--- src/rtl/miter_cmp_monitor.sv ---
// Equivalence-miter monitor: compares gold/gate channel pairs per sample, with
// per-bit don't-care on gold, and records sticky flags, counts and the first failure.
//
// state | meaning
// IDLE  | waiting for arm; results hold, no sampling
// RUN   | accepting qualified samples
// HALT  | stopped after a failing sample; results hold until clear or rst
module miter_cmp_monitor #(
  parameter int WIDTH        = 1,
  parameter int CHANNELS     = 4,
  parameter int CNT_W        = 16,
  parameter int STOP_ON_FAIL = 1,
  parameter int CH_W         = (CHANNELS > 1) ? $clog2(CHANNELS) : 1
) (
  input  logic                      clk,
  input  logic                      rst,
  input  logic                      arm,
  input  logic                      clear,
  input  logic                      in_valid,
  input  logic [CHANNELS*WIDTH-1:0] in_gold,
  input  logic [CHANNELS*WIDTH-1:0] in_gold_dc,
  input  logic [CHANNELS*WIDTH-1:0] in_gate,
  output logic [CHANNELS-1:0]       ch_fail,
  output logic [CHANNELS-1:0]       fail_sticky,
  output logic [CNT_W-1:0]          fail_count,
  output logic [CNT_W-1:0]          sample_count,
  output logic [CH_W-1:0]           first_ch,
  output logic [CNT_W-1:0]          first_cycle,
  output logic                      first_valid,
  output logic [1:0]                state
);

  typedef enum logic [1:0] {
    ST_IDLE = 2'd0,
    ST_RUN  = 2'd1,
    ST_HALT = 2'd2
  } state_t;

  state_t              state_q, state_d;
  logic [CHANNELS-1:0] ch_fail_q, ch_fail_d;
  logic [CHANNELS-1:0] fail_sticky_q, fail_sticky_d;
  logic [CNT_W-1:0]    fail_count_q, fail_count_d;
  logic [CNT_W-1:0]    sample_count_q, sample_count_d;
  logic [CH_W-1:0]     first_ch_q, first_ch_d;
  logic [CNT_W-1:0]    first_cycle_q, first_cycle_d;
  logic                first_valid_q, first_valid_d;

  logic [CHANNELS-1:0] fail_vec;
  logic [CH_W-1:0]     low_idx;
  logic                any_fail;
  logic                accept;

  // A bit mismatches only when gold is not marked don't-care.
  always_comb begin
    fail_vec = '0;
    for (int c = 0; c < CHANNELS; c++) begin
      fail_vec[c] = |((in_gold[c*WIDTH +: WIDTH] ^ in_gate[c*WIDTH +: WIDTH])
                      & ~in_gold_dc[c*WIDTH +: WIDTH]);
    end
  end

  always_comb begin
    low_idx = '0;
    for (int c = CHANNELS - 1; c >= 0; c--) begin
      if (fail_vec[c]) low_idx = CH_W'(c);
    end
  end

  assign any_fail = |fail_vec;
  assign accept   = in_valid && (state_q == ST_RUN) && !clear;

  always_comb begin
    state_d        = state_q;
    ch_fail_d      = '0;
    fail_sticky_d  = fail_sticky_q;
    fail_count_d   = fail_count_q;
    sample_count_d = sample_count_q;
    first_ch_d     = first_ch_q;
    first_cycle_d  = first_cycle_q;
    first_valid_d  = first_valid_q;

    if (clear) begin
      state_d        = ST_IDLE;
      fail_sticky_d  = '0;
      fail_count_d   = '0;
      sample_count_d = '0;
      first_ch_d     = '0;
      first_cycle_d  = '0;
      first_valid_d  = 1'b0;
    end else begin
      case (state_q)
        ST_IDLE: begin
          if (arm) state_d = ST_RUN;
        end
        ST_RUN: begin
          if (accept) begin
            ch_fail_d     = fail_vec;
            fail_sticky_d = fail_sticky_q | fail_vec;
            if (sample_count_q != '1) sample_count_d = sample_count_q + CNT_W'(1);
            if (any_fail) begin
              if (fail_count_q != '1) fail_count_d = fail_count_q + CNT_W'(1);
              if (!first_valid_q) begin
                first_ch_d    = low_idx;
                first_cycle_d = sample_count_q;
                first_valid_d = 1'b1;
              end
              if (STOP_ON_FAIL != 0) state_d = ST_HALT;
            end
          end
        end
        ST_HALT: begin
          state_d = ST_HALT;
        end
        default: begin
          state_d = ST_IDLE;
        end
      endcase
    end
  end

  always_ff @(posedge clk or posedge rst) begin
    if (rst) begin
      state_q        <= ST_IDLE;
      ch_fail_q      <= '0;
      fail_sticky_q  <= '0;
      fail_count_q   <= '0;
      sample_count_q <= '0;
      first_ch_q     <= '0;
      first_cycle_q  <= '0;
      first_valid_q  <= 1'b0;
    end else begin
      state_q        <= state_d;
      ch_fail_q      <= ch_fail_d;
      fail_sticky_q  <= fail_sticky_d;
      fail_count_q   <= fail_count_d;
      sample_count_q <= sample_count_d;
      first_ch_q     <= first_ch_d;
      first_cycle_q  <= first_cycle_d;
      first_valid_q  <= first_valid_d;
    end
  end

  assign ch_fail      = ch_fail_q;
  assign fail_sticky  = fail_sticky_q;
  assign fail_count   = fail_count_q;
  assign sample_count = sample_count_q;
  assign first_ch     = first_ch_q;
  assign first_cycle  = first_cycle_q;
  assign first_valid  = first_valid_q;
  assign state        = state_q;

endmodule

--- config.mk ---
export PLATFORM = sky130hd
export DESIGN_NAME = miter_cmp_monitor
export DESIGN_NICKNAME = d
export VERILOG_FILES = /design/src/rtl/miter_cmp_monitor.sv
export SDC_FILE = /design/constraint.sdc
export NUM_CORES = 1
export LEC_CHECK = 0
export CORE_ASPECT_RATIO = 0.6
export CORE_MARGIN = 10
export CORE_UTILIZATION = 52
export DETAILED_ROUTE_END_ITERATION = 6
export PLACE_DENSITY_LB_ADDON = 0.1
export SLEW_MARGIN = 20
export SYNTH_ARGS = -nofsm -noshare
export SYNTH_HDL_FRONTEND = slang
export SYNTH_SLANG_ARGS = --single-unit
--- constraint.sdc ---
create_clock -name clk -period 3.27 [get_ports clk]
set_clock_uncertainty 0.15 [all_clocks]
set_input_delay 0.654 -clock clk [delete_from_list [all_inputs] [get_ports clk]]
set_output_delay 0.654 -clock clk [all_outputs]
set_load 0.02 [all_outputs]
==> results of run 1 <==
## registers in the layout, indices dropped and copies added (netlist names)
signal        count
fail_count       16
first_cycle      16
sample_count     16
ch_fail           4
fail_sticky       4
first_ch          2
state             2
first_valid       1
## power groups by stage
| stage | Combinational [W] | Sequential (W) | Clock [W] |
|---|---|---|---|
| 5_1_grt | 0.000397 | 0.000816 | 0.000720 |
| 4_1_cts | 0.000362 | 0.000812 | 0.000682 |
| 3_3_place_gp | 0.000344 | 0.000825 | 0 |
| 6_report | 0.000362 | 0.000814 | 0.000671 |
| 2_1_floorplan | 0.000198 | 0.000855 | 0 |
| 3_5_place_dp | 0.000361 | 0.000826 | 0 |
## routing by layer
metal / routed length, microns / vias to the layer above / global-route usage [%]
li1: - / 1180 / -
met1: 3940 / 1201 / 24.9
met2: 3260 / 96 / 23.6
met3: 623 / 8 / 6.14
met4: 55 / 0 / 4.85
met5: 0 / - / 0
## cells by family after synthesis
kind of cell / count (synthesis) / synth area share, %
xor+xnor: 15 / 4.44
buf+inv: 26 / 4.36
mux: 7 / 2.54
fa+ha+maj: 5 / 2.12
compound gates: 70 / 17.7
flops: 61 / 51.6
simple gates: 95 / 17.3
## worst max path at each step
stage	endpoint	slack, ns	cells after the start
after floorplan	ch_fail[0]	0.95	1
after global placement	first_ch[0]	0.23	6
after detailed placement	first_ch[0]	0.15	6
after CTS	first_ch[0]	0.51	6
after global routing	first_cycle[6]	0.37	6
final	first_cycle[6]	0.51	6
## worst max-delay path: stages
cell             delay (ns)
clkdlybuf4s50_1        0.41
xnor2_1                0.27
a2bb2o_2               0.36
nor2_1                 0.25
o31a_1                 0.68
a22o_1                 0.26
## final cells by class
| type | instances | area (sq um) | share of cell area (%) |
|---|---|---|---|
| tap | 80 | 100 | 2.50 |
| clock inverter | 6 | 62.6 | 1.56 |
| sequential | 61 | 1530 | 38.1 |
| timing repair buffer | 81 | 813 | 20.3 |
| clock buffer | 10 | 138 | 3.43 |
| multi-input combinational | 192 | 1310 | 32.6 |
| inverter | 16 | 60.1 | 1.50 |
## synth_stat cells (all sizes together)
master  number
and4         1
and3         1
nand2       16
a22o        17
o211a        1
a21oi       18
nor2        28
a211oi       8
a2bb2o       1
buf          5
a32o         1
mux2         1
nand2b       3
xor2         5
nand4b       1
or3          7
mux2i        6
nor4         1
inv         16
nor3         6
ha           5
a311oi       2
xnor2       10
nor2b        2
dfrtp       61
nand3        8
or4          8
o31a         1
o21ai        9
o211ai       1
o311ai       1
clkbuf       5
a21o         4
o31ai        6
and2         1
or2          3
nand4        9
## placed cells by master, fill, tap and decap left out, types with 3 or more instances in the layout
cell | synthesis | final
a22o_1 | 16 | 16
nand4_1 | 9 | 9
mux2i_1 | 6 | 6
xnor2_1 | 10 | 10
dfrtp_1 | 61 | 61
nor2_1 | 28 | 28
o31ai_1 | 6 | 6
clkdlybuf4s50_1 | 0 | 77
clkinvlp_4 | 0 | 3
buf_4 | 0 | 3
or3_1 | 7 | 7
nand2_1 | 16 | 16
nand2b_1 | 3 | 3
a21oi_2 | 4 | 4
inv_1 | 16 | 15
clkbuf_8 | 0 | 10
a211oi_1 | 8 | 8
xor2_1 | 5 | 5
nand3_1 | 7 | 7
ha_1 | 5 | 5
or4_1 | 7 | 7
a21oi_1 | 14 | 14
nor3_1 | 5 | 5
o21ai_1 | 8 | 8
a21o_1 | 4 | 4
## through the flow
stage          cells  hold WS, ns  power, W  setup slack, ns
2_1_floorplan    279        0.445   0.00105            0.953
3_3_place_gp     430        0.313   0.00117            0.230
3_5_place_dp     430        0.321   0.00119            0.155
4_1_cts          446        0.336   0.00186            0.509
5_1_grt          446        0.349   0.00193            0.372
6_report         446        0.334   0.00185            0.509
==> flow_summary.ini, run 1 <==
[clock_network]
cts_buffer_depth = 2
holdBufCountCts = 0
clkLatencyLatePin_ns = 0.34
cts.sinks = 61
cts_tree = yes
post_cts_buffers = 0
cts_root_buf = clkbuf_8
cts_made_buffers = 9
cts_resized = 0
clkTransAtPathRegs_ns = 0.07
h-tree-depth = 3

[worst_setup_path]
cp_data_required_time_ns = 3.39
regToRegSetupSlack_ns = 0.92
path_max_fanout = 17
ff2ff_path_depth = 6
critPathLaunch = in_gate[2]
r2r-end = sample_count[10]
crit_type = input pin to register
critPathLaunchType = input pin
endpoint_kind = register
critPathArrivalTime_ns = 2.89
r2r_start = state[1]

[logic_synthesis]
synthCells = 279
yosysWarnings = 0
synth.cell_area_sq_um = 2960
yosysUniqueCellTypes = 46
synth_top_area_cell = dfrtp_1
synth-seq-cells = 61
seq_area_frac_synth_pct = 51.6
synth_top_area_share_pct = 51.6
avgSynthCellArea_sq_um = 10.6
syn_nets = 301
synth_area_leaders = dfrtp_1 52%, a22o_1 4.7%, nor2_1 3.6%, xnor2_1 3.0%, a21oi_1 2.4%

[finish]
syn_to_final_growth_pct = 35.5
n_antenna_cell = 0
fin_nets = 383
n_fill_cell = 448
fin_util_pct = 72.3
final_layout_size_suffix_gt1_share_pct = 9.29
fin_area_sq_um = 4010

[route]
vias = 2485
ant_nets = 0
drt_first_pass_iters = 4
drc = 0
vias_per_cell = 5.57
dr.first_iter.drc_count = 151
wl_per_cell_microns = 17.7
drt_wl_total_microns = 7880

[grt]
antenna_found_initial = 0
grt-ovfl-total = 0
grt_pass1_vias = 2449
grt_max_degree = 37
grt_first_pass_wirelength_microns = 12900
track_usage_pct = 17.3

[power_and_ir_drop]
comb_power_share_pct = 19.6
p_int_w = 0.00129
p_sw_w = 0.000553
powerDensity_nw_per_um2 = 461
power_leakage_nw = 1.66
peakVddDrop_v = 0.000318
p_seq_share_pct = 44.1
switching_share_pct = 30.0
p_clk_share_pct = 36.4

[die]
rows = 21
core_sq_um = 5540
boundaryPins = 78
die_area_sq_um = 9200
dieWidth_microns = 117
die_height_microns = 78.4
initial_utilization_pct = 53.4

[timing]
slew_headroom_pct = 49.4
grt_setup_unrepaired = no
fin_crit_sh_pct = 84.4
fin_crit_ns = 2.76
tightest_slew_ns = 0.759
drv_slew = 0
fmax_ghz = 0.362
tns_ns = 0
setup_viol = 0
finalHoldViolations = 0

[place]
place_area_sq_um = 3800
hpwl_microns = 5710
place_congestion = 0.819
port_buffers = 77

[run]
drv_cap = 0

[hold_path]
hold_path_class = register to register
min_to = fail_sticky[3]
whs_path_depth = 1
hold_start = fail_sticky[3]

[status]
status = complete, no violations
(Power assumes the default switching activity.)
==> run 2, diff against run 1 <==
Settings changed: CORE_UTILIZATION 52 to 44.
Clock period 3.27 ns to 2.3 ns, I/O delays scaled along.
==> run 2 against run 1 <==
First-iteration DRC count fell by 13%; count of clock-buffer cells in the layout up 2; die area is 14% higher; clock power increased by 41%; total power increased by 48%; sequential power rose by 41%; via count increased by 3.7%; routed wire length grew 4.6%; flip-flop and latch count did not move; hold slack worse by 0.0010 ns; register-to-register slack got worse by 0.72 ns; global-route usage fell by 1.1 points.
==> flow_summary.ini, run 2 (synthesis results as in run 1) <==
[power_and_ir_drop]
p_clk_share_pct = 34.8
p_sw_w = 0.000798
switching_share_pct = 29.3
p_total_w = 0.00272
powerDensity_nw_per_um2 = 644
p_int_w = 0.00193
peakVddDrop_v = 0.000564
p_seq_share_pct = 42.2
power_leakage_nw = 1.79
comb_power_share_pct = 23.0

[finish]
fin_nets = 410
final_cell_mix = 77 x clkdlybuf4s50_1, 61 x dfrtp_1, 28 x buf_4, 27 x nor2_1
syn_to_final_growth_pct = 43.1
final_layout_size_suffix_gt1_share_pct = 15.3
fin_area_sq_um = 4230
n_antenna_cell = 0
mostFrequentLayoutCell = clkdlybuf4s50_1

[worst_setup_path]
critPathArrivalTime_ns = 2.38
path_max_fanout = 6
endpoint_kind = register
cp_data_required_time_ns = 2.42
crit_type = input pin to register
critPathLaunchType = input pin

[clock_network]
h-tree-depth = 3
cts_root_buf = clkbuf_8
cts_tree = yes
cts.sinks = 61
clkTransAtPathRegs_ns = 0.07
cts_made_buffers = 9
cts_buffer_depth = 2
holdBufCountCts = 0
clkLatencyLatePin_ns = 0.34

[grt]
grt_pass1_vias = 2538
grt-ovfl-total = 0
track_usage_pct = 16.2
antenna_found_initial = 0
grt_first_pass_wirelength_microns = 14000
grt_max_degree = 62

[timing]
tightest_slew_ns = 0.692
slew_headroom_pct = 53.7
finalHoldViolations = 0
fin_ws_ns = 0.0419
fin_crit_ns = 2.26
fin_crit_sh_pct = 98.2
setup_viol = 0
fin_hold_ws_ns = 0.333
drv_slew = 0
fmax_ghz = 0.443

[die]
die_height_microns = 83.5
dieWidth_microns = 126
core_sq_um = 6590
boundaryPins = 78
rows = 23
initial_utilization_pct = 44.9
die_area_sq_um = 10500

[route]
vias = 2578
drt_wl_total_microns = 8240
wl_per_cell_microns = 17.2
vias_per_cell = 5.37
dr.first_iter.drc_count = 132
drt_first_pass_iters = 4
ant_nets = 0
drc = 0

[place]
place_ws_ns = -0.476
place_area_sq_um = 3980
port_buffers = 77
hpwl_microns = 5780
place_congestion = 0.807

[status]
status = complete, no violations

[run]
drv_cap = 0

[hold_path]
hold_path_class = input pin to async pin
run 2: final timing paths:
path                                      from              to  slack, ns  cells after the start
worst max-delay path                in_gold[0]   fail_count[9]       0.04                      7
worst max register to register   fail_count[0]  fail_count[14]       0.20                      6
min in group clk                fail_sticky[1]  fail_sticky[1]       0.34                      1
max in group asynchronous                  rst  fail_count[11]       1.39                      3
worst min register to register  fail_sticky[1]  fail_sticky[1]       0.34                      1
worst min-delay path                       rst  first_cycle[1]       0.33                      3
run 2: critical path, stage by stage:
cell and delay (ns):
clkdlybuf4s50_1 0.47, xor2_1 0.20, a22o_2 0.19, buf_4 0.18
o211ai_2 0.21, or4_1 0.52, a21oi_1 0.15
run 2: metal layers:
layer	track usage [%]	share of wire [%]
met1	24.2	54
met2	20.6	38
met3	6.60	7.4
met4	3.71	0.74
met5	0	0
run 2: power by group through the flow:
stage	sequential, W	clock [W]	combinational [W]
after floorplan	0.00122	0	0.000282
after global placement	0.00117	0	0.000577
after detailed placement	0.00117	0	0.000589
after CTS	0.00115	0.000972	0.000612
after global routing	0.00116	0.00104	0.000687
final	0.00115	0.000948	0.000625
run 2: through the flow:
step / setup TNS [ns] / instances / util [%]
finish: 0 / 480 / 64.2
global route: -0.00846 / 480 / 64.2
CTS: 0 / 477 / 63.8
detailed placement: -13.60 / 460 / 60.5
global placement: -11.65 / 460 / 60.5
floorplan: 0 / 279 / -
run 2: timing repair:
action,in CTS,in global routing
gates resized for setup,2,1
setup buffers,0,2
endpoints found under the hold margin,0,0
setup endpoints to repair,31,4
gates cloned,1,1
pin swaps,1,2
run 2: cell type report:
class	count	area, sq um
Fill cell	564	2360
Sequential cell	61	1530
Multi-Input combinational cell	194	1350
Timing Repair Buffer	106	1000
Clock buffer	12	145
Tap cell	87	109
Inverter	16	60.1
Clock inverter	4	47.5
